==> src/rtl/light_com_pkg.sv <==
// Shared constants and FSM state type for the light centre-of-mass block.
package com_pkg;

  localparam int H_ACTIVE = 1280;
  localparam int V_ACTIVE = 720;
  localparam int SUM_W    = 32;
  localparam int CNT_W    = 20;
  localparam int X_W      = 11;
  localparam int Y_W      = 10;

  typedef enum logic [1:0] {
    ST_IDLE    = 2'd0,
    ST_DIVIDE  = 2'd1,
    ST_PUBLISH = 2'd2
  } state_t;

endpackage : com_pkg

==> src/rtl/light_com_if.sv <==
// Pixel stream in, centroid result out. The pixel source is the master.
interface light_com_if;
  import com_pkg::*;

  logic [X_W-1:0] x_in;
  logic [Y_W-1:0] y_in;
  logic           valid_in;
  logic           tabulate_in;
  logic           new_com;
  logic           light_on;
  logic [X_W-1:0] x_com;
  logic [Y_W-1:0] y_com;

  modport master (
    output x_in, y_in, valid_in, tabulate_in,
    input  new_com, light_on, x_com, y_com
  );

  modport slave (
    input  x_in, y_in, valid_in, tabulate_in,
    output new_com, light_on, x_com, y_com
  );

endinterface : light_com_if

==> src/rtl/light_com_divider.sv <==
// Unsigned restoring divider, one quotient bit per cycle. The first
// iteration runs on the start cycle itself, so valid_out pulses exactly
// WIDTH cycles after start. A zero divisor yields an all-ones quotient.
module divider #(
  parameter int WIDTH = 32
) (
  input  logic             clk_in,
  input  logic             rst_in,
  input  logic             start,
  input  logic [WIDTH-1:0] dividend,
  input  logic [WIDTH-1:0] divisor,
  output logic [WIDTH-1:0] quotient,
  output logic             valid_out,
  output logic             busy
);
  localparam int CW = $clog2(WIDTH + 1);

  logic [WIDTH:0]   rem_q, rem_d;
  logic [WIDTH-1:0] quo_q, quo_d;
  logic [WIDTH-1:0] dvs_q, dvs_d;
  logic [CW-1:0]    cnt_q, cnt_d;
  logic             busy_q, busy_d;
  logic             valid_q, valid_d;

  logic [WIDTH:0]   rem_in;
  logic [WIDTH-1:0] quo_in;
  logic [WIDTH:0]   shifted;
  logic [WIDTH:0]   trial;

  // One restoring step: operands come fresh on start, otherwise from state.
  always_comb begin
    rem_d   = rem_q;
    quo_d   = quo_q;
    dvs_d   = dvs_q;
    cnt_d   = cnt_q;
    busy_d  = busy_q;
    valid_d = 1'b0;
    if (start) begin
      rem_in = '0;
      quo_in = dividend;
      dvs_d  = divisor;
    end else begin
      rem_in = rem_q;
      quo_in = quo_q;
    end
    shifted = {rem_in[WIDTH-1:0], quo_in[WIDTH-1]};
    trial   = shifted - {1'b0, dvs_d};
    if (start || busy_q) begin
      if (!trial[WIDTH]) begin
        rem_d = trial;
        quo_d = {quo_in[WIDTH-2:0], 1'b1};
      end else begin
        rem_d = shifted;
        quo_d = {quo_in[WIDTH-2:0], 1'b0};
      end
      if (start) begin
        cnt_d  = CW'(WIDTH - 1);
        busy_d = 1'b1;
      end else begin
        cnt_d = cnt_q - CW'(1);
        if (cnt_q == CW'(1)) begin
          busy_d  = 1'b0;
          valid_d = 1'b1;
        end
      end
    end
  end

  // Divider state register.
  always_ff @(posedge clk_in or posedge rst_in) begin
    if (rst_in) begin
      rem_q   <= '0;
      quo_q   <= '0;
      dvs_q   <= '0;
      cnt_q   <= '0;
      busy_q  <= 1'b0;
      valid_q <= 1'b0;
    end else begin
      rem_q   <= rem_d;
      quo_q   <= quo_d;
      dvs_q   <= dvs_d;
      cnt_q   <= cnt_d;
      busy_q  <= busy_d;
      valid_q <= valid_d;
    end
  end

  assign quotient  = quo_q;
  assign valid_out = valid_q;
  assign busy      = busy_q;

endmodule : divider

==> src/rtl/light_com.sv <==
// Centre of mass of lit pixels: accumulate per frame, snapshot on the
// frame-end pulse, divide both sums by the count, publish once per frame.
module light_com
  import com_pkg::*;
#(
  parameter int MIN_PIXELS = 16
) (
  input logic        clk_in,
  input logic        rst_in,
  light_com_if.slave bus
);
  state_t state_q, state_d;

  logic [CNT_W-1:0] cnt_q, snap_cnt_q;
  logic [SUM_W-1:0] sum_x_q, sum_y_q, snap_x_q, snap_y_q;
  logic             start_q;
  logic             light_q;
  logic [X_W-1:0]   x_com_q;
  logic [Y_W-1:0]   y_com_q;

  logic [CNT_W-1:0] pix_cnt;
  logic [SUM_W-1:0] pix_x, pix_y;
  logic [SUM_W-1:0] quo_x, quo_y;
  logic             vx, vy, bx, by;
  logic             div_done, publish_ok;
  logic             unused_bits;

  assign pix_cnt    = bus.valid_in ? CNT_W'(1) : '0;
  assign pix_x      = bus.valid_in ? SUM_W'(bus.x_in) : '0;
  assign pix_y      = bus.valid_in ? SUM_W'(bus.y_in) : '0;
  assign div_done   = vx & vy;
  assign publish_ok = snap_cnt_q >= CNT_W'(MIN_PIXELS);

  // Centroids are bounded by the frame size, so the upper quotient bits
  // and the busy flags carry no information here.
  assign unused_bits = ^{bx, by, quo_x[SUM_W-1:X_W], quo_y[SUM_W-1:Y_W]};

  // Next-state: accept a frame end only when idle, publish when both divides finish.
  always_comb begin
    state_d = state_q;
    unique case (state_q)
      ST_IDLE:    if (bus.tabulate_in) state_d = ST_DIVIDE;
      ST_DIVIDE:  if (div_done)        state_d = ST_PUBLISH;
      ST_PUBLISH:                      state_d = ST_IDLE;
      default:                         state_d = ST_IDLE;
    endcase
  end

  // FSM state register.
  always_ff @(posedge clk_in or posedge rst_in) begin
    if (rst_in) state_q <= ST_IDLE;
    else        state_q <= state_d;
  end

  // Accumulate lit pixels; a frame end always clears, but only snapshots when idle.
  always_ff @(posedge clk_in or posedge rst_in) begin
    if (rst_in) begin
      cnt_q      <= '0;
      sum_x_q    <= '0;
      sum_y_q    <= '0;
      snap_cnt_q <= '0;
      snap_x_q   <= '0;
      snap_y_q   <= '0;
      start_q    <= 1'b0;
    end else begin
      start_q <= bus.tabulate_in && (state_q == ST_IDLE);
      if (bus.tabulate_in) begin
        cnt_q   <= '0;
        sum_x_q <= '0;
        sum_y_q <= '0;
        if (state_q == ST_IDLE) begin
          snap_cnt_q <= cnt_q + pix_cnt;
          snap_x_q   <= sum_x_q + pix_x;
          snap_y_q   <= sum_y_q + pix_y;
        end
      end else begin
        cnt_q   <= cnt_q + pix_cnt;
        sum_x_q <= sum_x_q + pix_x;
        sum_y_q <= sum_y_q + pix_y;
      end
    end
  end

  // Result registers change only on the cycle the divides complete.
  always_ff @(posedge clk_in or posedge rst_in) begin
    if (rst_in) begin
      light_q <= 1'b0;
      x_com_q <= '0;
      y_com_q <= '0;
    end else if (state_q == ST_DIVIDE && div_done) begin
      light_q <= publish_ok;
      if (publish_ok) begin
        x_com_q <= quo_x[X_W-1:0];
        y_com_q <= quo_y[Y_W-1:0];
      end
    end
  end

  divider #(.WIDTH(SUM_W)) u_div_x (
    .clk_in    (clk_in),
    .rst_in    (rst_in),
    .start     (start_q),
    .dividend  (snap_x_q),
    .divisor   (SUM_W'(snap_cnt_q)),
    .quotient  (quo_x),
    .valid_out (vx),
    .busy      (bx)
  );

  divider #(.WIDTH(SUM_W)) u_div_y (
    .clk_in    (clk_in),
    .rst_in    (rst_in),
    .start     (start_q),
    .dividend  (snap_y_q),
    .divisor   (SUM_W'(snap_cnt_q)),
    .quotient  (quo_y),
    .valid_out (vy),
    .busy      (by)
  );

  assign bus.new_com  = (state_q == ST_PUBLISH);
  assign bus.light_on = light_q;
  assign bus.x_com    = x_com_q;
  assign bus.y_com    = y_com_q;

endmodule : light_com

==> src/flat_wrapper.sv <==
// flat-port wrapper written by rule: the top's interface ports become plain ports
module light_com_flat import com_pkg::*;
#(
  parameter int MIN_PIXELS = 16
)
  (clk_in, rst_in, bus_x_in, bus_y_in, bus_valid_in, bus_tabulate_in, bus_new_com, bus_light_on, bus_x_com, bus_y_com);
  light_com_if bus_i ();
  input logic clk_in;
  input logic rst_in;
  input wire logic [$bits(bus_i.x_in)-1:0] bus_x_in;
  input wire logic [$bits(bus_i.y_in)-1:0] bus_y_in;
  input wire logic [$bits(bus_i.valid_in)-1:0] bus_valid_in;
  input wire logic [$bits(bus_i.tabulate_in)-1:0] bus_tabulate_in;
  output wire logic [$bits(bus_i.new_com)-1:0] bus_new_com;
  output wire logic [$bits(bus_i.light_on)-1:0] bus_light_on;
  output wire logic [$bits(bus_i.x_com)-1:0] bus_x_com;
  output wire logic [$bits(bus_i.y_com)-1:0] bus_y_com;
  assign bus_i.x_in = bus_x_in;
  assign bus_i.y_in = bus_y_in;
  assign bus_i.valid_in = bus_valid_in;
  assign bus_i.tabulate_in = bus_tabulate_in;
  assign bus_new_com = bus_i.new_com;
  assign bus_light_on = bus_i.light_on;
  assign bus_x_com = bus_i.x_com;
  assign bus_y_com = bus_i.y_com;
  light_com #(.MIN_PIXELS(MIN_PIXELS)) u_core (.clk_in(clk_in), .rst_in(rst_in), .bus(bus_i));
endmodule
==> config.mk <==
export PLATFORM = sky130hd
export DESIGN_NAME = light_com_flat
export DESIGN_NICKNAME = d
export VERILOG_FILES = /design/src/rtl/light_com_pkg.sv /design/src/rtl/light_com_if.sv /design/src/rtl/light_com_divider.sv /design/src/rtl/light_com.sv /design/src/flat_wrapper.sv
export SDC_FILE = /design/constraint.sdc
export NUM_CORES = 1
export LEC_CHECK = 0
export BUFFER_PORTS_ARGS = -buffer_cell sky130_fd_sc_hd__buf_2
export CAP_MARGIN = 5
export CORE_UTILIZATION = 55
export CTS_BUF_LIST = sky130_fd_sc_hd__clkbuf_4 sky130_fd_sc_hd__clkbuf_8
export CTS_CLUSTER_DIAMETER = 40
export DETAILED_ROUTE_END_ITERATION = 10
export GPL_TIMING_DRIVEN = 0
export PLACE_DENSITY_LB_ADDON = 0.05
export SLEW_MARGIN = 5
export SYNTH_ARGS = -nofsm -noshare
export SYNTH_HDL_FRONTEND = slang
export SYNTH_SLANG_ARGS = --single-unit
==> constraint.sdc <==
create_clock -name clk_in -period 12.25 [get_ports clk_in]
set_clock_uncertainty 0.15 [all_clocks]
set_input_delay 0.6125 -clock clk_in [delete_from_list [all_inputs] [get_ports clk_in]]
set_output_delay 0.6125 -clock clk_in [all_outputs]
set_load 0.005 [all_outputs]
Yosys cells after proc, flatten, opt, wreduce, memory -nomap -nowiden

Index checks and enable logic that the tools add are counted.

Input bits: 25
Latch bits: 0
Output and inout bits: 23
ROM bits: 0
Memory bits (writable): 0
Register bits: 401
Logic and storage cells: 81
Memories: 0

Shifts and indexed selects: 0
Order comparisons: 1
Div/mod/pow operators: 0
Muxes and demuxes: 31
Reductions and logical operators: 12
Add/subtract/negate cells: 7
Bitwise logic cells: 1
Multiply operators: 0
Equal/unequal tests: 6

Operator list:

| operator                                                               | number |
|---|---|
| 32-bit two-way mux                                                     | 10 |
| 33-bit by 32-bit subtractor with 33-bit output                         | 2 |
| 32-bit adder                                                           | 2 |
| 20-bit adder                                                           | 1 |
| 20-bit by 5-bit >= comparator with 1-bit output, second input constant | 1 |
| 20-bit two-way mux                                                     | 1 |
| 1-bit two-way mux                                                      | 13 |
| 6-bit by 1-bit == test with 1-bit output, second input constant        | 2 |
| 6-bit two-way mux                                                      | 2 |
| 6-bit by 1-bit subtractor with 6-bit output, second input constant     | 2 |
| 11-bit two-way mux                                                     | 1 |
| 10-bit two-way mux                                                     | 1 |
| 2-bit AND reduction                                                    | 5 |
| 2-bit two-way mux                                                      | 2 |
| 2-bit one-hot mux with 2 select lines                                  | 1 |
| 2-bit nonzero test                                                     | 2 |
| 2-bit by 1-bit == test with 1-bit output, second input constant        | 1 |
| 2-bit == test, second input constant                                   | 1 |
| 1-bit logical AND                                                      | 2 |
| 2-bit logical NOT                                                      | 1 |
| 1-bit logical OR                                                       | 2 |
| 2-bit by 1-bit != test with 1-bit output, second input constant        | 1 |
| 2-bit != test, second input constant                                   | 1 |
| 1-bit bitwise AND                                                      | 1 |

Longest topological paths before layout

Depth in word-level cells: 4
Mapped depth: 20
Mapped depth without buffers: 14

Modules after synthesis

Synthesis repeated with hierarchy kept, for this count alone.

Cells, all modules: 2264
Area total of the unflattened synthesis: 21763.4 um^2

Modules (own cells, without submodules):

| module    | times used | area each (um^2) | cells each |
|---|---|---|---|
| divider   | 2          | 6442.4           | 699 |
| light_com | 1          | 8878.5           | 866 |

Worst setup path after synthesis

Ideal clock, no wire load.

Kind: flip-flop to flip-flop
Start: register u_core.start_q
End: register u_core.u_div_x.rem_q[28]
Data required time: 11.974 ns
Library setup time: 0.126 ns
Cell stages (with the launch flop): 19
Buffers on the path: 6
Slack: 7.749 ns
Arrival time: 4.225 ns
Period minus slack after synthesis: 4.501 ns
Cell sequence: dfrtp_1 -> clkbuf_1 -> clkbuf_1 -> clkbuf_1 -> clkbuf_1 -> o21a_1 -> inv_1 -> fa_1 -> nand2b_1 -> a211oi_2 -> o21ai_1 -> a22oi_2 -> a41oi_1 -> o31a_1 -> xnor2_1 -> buf_4 -> and2_1 -> buf_2 -> a221o_1

Longest elaborated chain between the ends: 3

Ends and longest elaborated chain:

| item                                           | RTL line                | RTL |
|---|---|---|
| start, declared                                | light_com.sv:16         | `logic start_q;` |
| start signal, assigned                         | light_com.sv:66         | `start_q <= bus.tabulate_in && (state_q == ST_IDLE);` |
| 32-bit two-way mux                             | light_com_divider.sv:38 | `if (start) begin` |
| named net u_core.u_div_x.dvs_d[1]              | light_com_divider.sv:20 | `logic [WIDTH-1:0] dvs_q, dvs_d;` |
| 33-bit by 32-bit subtractor with 33-bit output | light_com_divider.sv:47 | `trial = shifted - {1'b0, dvs_d};` |
| 32-bit two-way mux                             | light_com_divider.sv:49 | `if (!trial[WIDTH]) begin` |
| end signal, assigned                           | light_com_divider.sv:79 | `rem_q <= rem_d;` |
| end, declared                                  | light_com_divider.sv:18 | `logic [WIDTH:0] rem_q, rem_d;` |

The timed path passes the listed nets, and every way through them passes these cells.
A chain may end at the register's enable or synchronous reset.

Worst setup path after layout

Start: register u_core.start_q
End: register u_core.u_div_y.rem_q[26]

Longest elaborated chain between the ends: 3

Ends and longest elaborated chain:

| item                                           | RTL line |
|---|---|
| 32-bit two-way mux                             | light_com_divider.sv:38 |
| 33-bit by 32-bit subtractor with 33-bit output | light_com_divider.sv:47 |
| 32-bit two-way mux                             | light_com_divider.sv:49 |
| end signal, assigned                           | light_com_divider.sv:79 |
| end, declared                                  | light_com_divider.sv:18 |

Parallel ways exist; a longest one is shown, timed or not.

==> impl_metrics.yaml <==
route:
  drc_errors: 0
  vias: 15999
  dr.pass1.iters: 5
  post_drt_wl_per_cell_um: 17.4
  antenna_left: 0
  wl_um: 51200
  drt_iter0_markers: 920
  via_per_inst: 5.45
clock_network:
  clk_pin_slew_ns: 0.06
  clock-root-buffer: "clkbuf_8"
  post-cts-setup-buffers: 0
  cts.sinks: 401
  cts-buffers-inserted: 76
  cts_buffer_depth: 3
  cts.repair.resized: 0
  cts_max_level: 3
  insertion_delay_ns: 0.62
  hold_buffers: 0
  tritoncts: "done"
synth:
  synth_top_family_by_area: "simple AND/OR/NAND/NOR gates"
  synth_compound_area_share_pct: 14.6
  synth_fa_ha_area_share_pct: 5.79
  synth_edf_count: 0
  synthesis.area_mm2: 0.0211
  syn_area_per_cell_um2: 9.39
  muxShareOfSynthArea_pct: 4.42
  ys.flop_type: "dfrtp_1"
  synthArstFlopShare_pct: 100
  yosys_warnings: 0
  synthSimpleGateAreaFrac_pct: 16.9
  ys_ff_latch: 401
  yosysSeqAreaShare_pct: 47.7
  ys_types: 74
  synthCells: 2242
  synthesis.nets: 2362
  synth_xor_area_share_pct: 5.91
finish:
  drive_above_1_share_pct: 9.66
  nets: 2490
  n_antenna_cell: 0
  final_area_mm2: 0.0238
  area_delta_synth_final_pct: 13.0
outcome:
  status: "finished clean"
critical_path:
  worst_setup_path_start_kind: "flip-flop"
  crit_buf_inv: 6
  setup.worst_path.class: "flip-flop to flip-flop"
  max_stage_delay_ns: 0.82
  critPathRequiredTime_ns: 12.55
  path_cells: "clkbuf_1, clkbuf_1, buf_1, buf_1, nand2_1, o21a_1, ha_1, a21oi_1, o21ai_1, a41oi_1, o21ai_1, or3b_1, o21ai_2, xor2_1, or2_1, buf_2, buf_4, o22ai_1"
  critPathLaunch: "u_core.start_q"
  crit_family: "buffers and inverters"
  path_max_fanout: 10
  r2r_end: "u_core.u_div_y.rem_q[26]"
  rrSetupSlack_ns: 5.41
  cp_slowest_cell: "buf_1"
  reg2regPathDepth: 18
  regToRegStartpoint: "u_core.start_q"
  cp.arrival_ns: 7.14
  cp-end-kind: "flip-flop"
timing:
  period_needed_ns: 6.84
  max_freq_mhz: 146
  final_hold_viol_count: 0
  tightest_slew_ns: 1.02
  max_slew_margin_pct: 31.7
  slew_violations: 0
  finalCritPeriodShare_pct: 55.8
  setup_violations: 0
  rsz0062_at_grt: "false"
floorplanning:
  io_pins: 48
  start_util_pct: 55.9
  num_rows: 71
  die_w_um: 198
  dieArea_mm2: 0.0391
  core_mm2: 0.0377
  die_h_um: 198
global_route:
  grt_start_max_net_pins: 130
  grt-ovfl-total: 0
  grt.total_usage_pct: 27.4
  antenna_found_initial: 0
  grt_pass1_vias: 16276
  grt_pass1_wl_um: 84000
pwr:
  power_leakage_nw: 11.4
  p_total_w: 0.00531
  peakVddDrop_mv: 0.105
  power_density_mw_per_mm2: 223
placement:
  routabilityCongestion: 0.927
  dp_hpwl_um: 36700
  dpl_cell_area_mm2: 0.0220
  portBuffers: 46
run:
  max_cap_violations: 0
min_path:
  hold_path.class: "primary input to async pin"
## logic make-up after synthesis
| group | Yosys count |
|---|---|
| mux | 90 |
| buf+inv | 254 |
| simple gates | 746 |
| xor+xnor | 142 |
| fa+ha+maj | 95 |
| compound gates | 514 |
| flops | 401 |
## cell type report
class / instances / area, µm²
clock buffer: 113 / 1440
multi-input combinational: 1587 / 10000
tap: 511 / 639
clock inverter: 18 / 308
buffer: 112 / 460
timing repair buffer: 50 / 340
fill: 3339 / 13900
inverter: 142 / 541
sequential: 401 / 10000
## placed cells by master (no fill, tap or decap), types with 6 or more instances in the layout
cell | Yosys | routed
nand2b_1 | 52 | 52
nor4_1 | 7 | 7
ha_1 | 91 | 91
mux2_2 | 23 | 23
a211oi_1 | 7 | 7
and3_1 | 37 | 37
o22ai_1 | 29 | 29
nor2b_1 | 93 | 93
nand2_1 | 263 | 263
and2_1 | 26 | 26
o21ai_0 | 181 | 181
clkbuf_8 | 0 | 95
nor3_1 | 21 | 21
buf_1 | 14 | 14
mux2i_1 | 66 | 66
buf_4 | 7 | 7
nand4_1 | 17 | 17
o21ai_1 | 18 | 18
inv_1 | 141 | 140
clkinv_2 | 0 | 6
buf_2 | 5 | 51
bufinv_16 | 0 | 8
a21oi_1 | 126 | 126
or2_2 | 6 | 6
xnor2_1 | 55 | 55
clkbuf_4 | 0 | 18
nor2_1 | 165 | 165
a31oi_1 | 16 | 16
nand3_1 | 40 | 40
o21bai_1 | 10 | 10
a21o_1 | 26 | 26
xor2_1 | 87 | 87
clkbuf_1 | 85 | 85
o21a_1 | 51 | 51
dfrtp_1 | 401 | 401
o211ai_1 | 6 | 6
## power breakdown
group / internal (W) / switching [W]
Combinational: 0.000880 / 0.00126
Clock: 0.000922 / 0.000575
Sequential: 0.00154 / 0.000129
## state kept, by name, summed over array words and instances (netlist names), 32 cells and up
name,flops
u_core.u_div_x.dvs_q,32
u_core.u_div_y.dvs_q,32
u_core.sum_x_q,32
u_core.snap_x_q,32
u_core.sum_y_q,32
u_core.u_div_y.rem_q,32
u_core.u_div_x.rem_q,32
u_core.u_div_y.quotient,32
u_core.snap_y_q,32
u_core.u_div_x.quotient,32
## tightest hold or removal path, stage by stage
cell and delay (ns):
buf_2 0.13, inv_8 0.06, buf_16 0.44
## per-stage QoR
stage	setup WS, ns	utilization (%)	setup TNS, ns	hold slack (ns)	instances
6_report	5.41	63.2	0	0.0286	2934
5_1_grt	5.04	63.2	0	0.0667	2934
2_1_floorplan	0.335	-	0	0.283	2242
3_5_place_dp	5.39	58.5	0	0.310	2803
4_1_cts	5.36	63.2	0	0.0243	2934
3_3_place_gp	-3.98	58.2	-1581.76	0.302	2799
## synth_stat cells, types with 29 or more instances
library cell	n	area share, %
a21oi_1	126	3.0
and3_1	37	1.1
clkbuf_1	85	1.5
dfrtp_1	401	48
ha_1	91	5.4
inv_1	141	2.5
mux2i_1	66	3.1
nand2_1	263	4.7
nand2b_1	52	1.5
nand3_1	40	0.95
nor2_1	165	2.9
nor2b_1	93	2.8
o21a_1	51	1.8
o21ai_0	181	4.3
o22ai_1	29	0.86
xnor2_1	55	2.3
xor2_1	87	3.6
## per-layer routing
layer | part of all wire, % | track usage [%] | vias up
li1 | - | - | 7891
met1 | 45 | 35.6 | 7655
met2 | 47 | 45.8 | 326
met3 | 3.7 | 4.32 | 127
met4 | 3.8 | 11.3 | 0
met5 | 0 | 0 | -
## how the worst max path moves through the flow
| stage | endpoint | slack, ns | cells after the start |
|---|---|---|---|
| after floorplan | u_core.bus.light_on | 0.33 | 1 |
| after global placement | u_core.sum_y_q[8] | -3.98 | 2 |
| after detailed placement | u_core.u_div_y.rem_q[1] | 5.39 | 18 |
| after CTS | u_core.u_div_y.rem_q[1] | 5.36 | 18 |
| after global routing | u_core.u_div_y.rem_q[1] | 5.04 | 18 |
| final | u_core.u_div_y.rem_q[26] | 5.41 | 18 |
No activity file was read; power rests on OpenSTA's default activity.
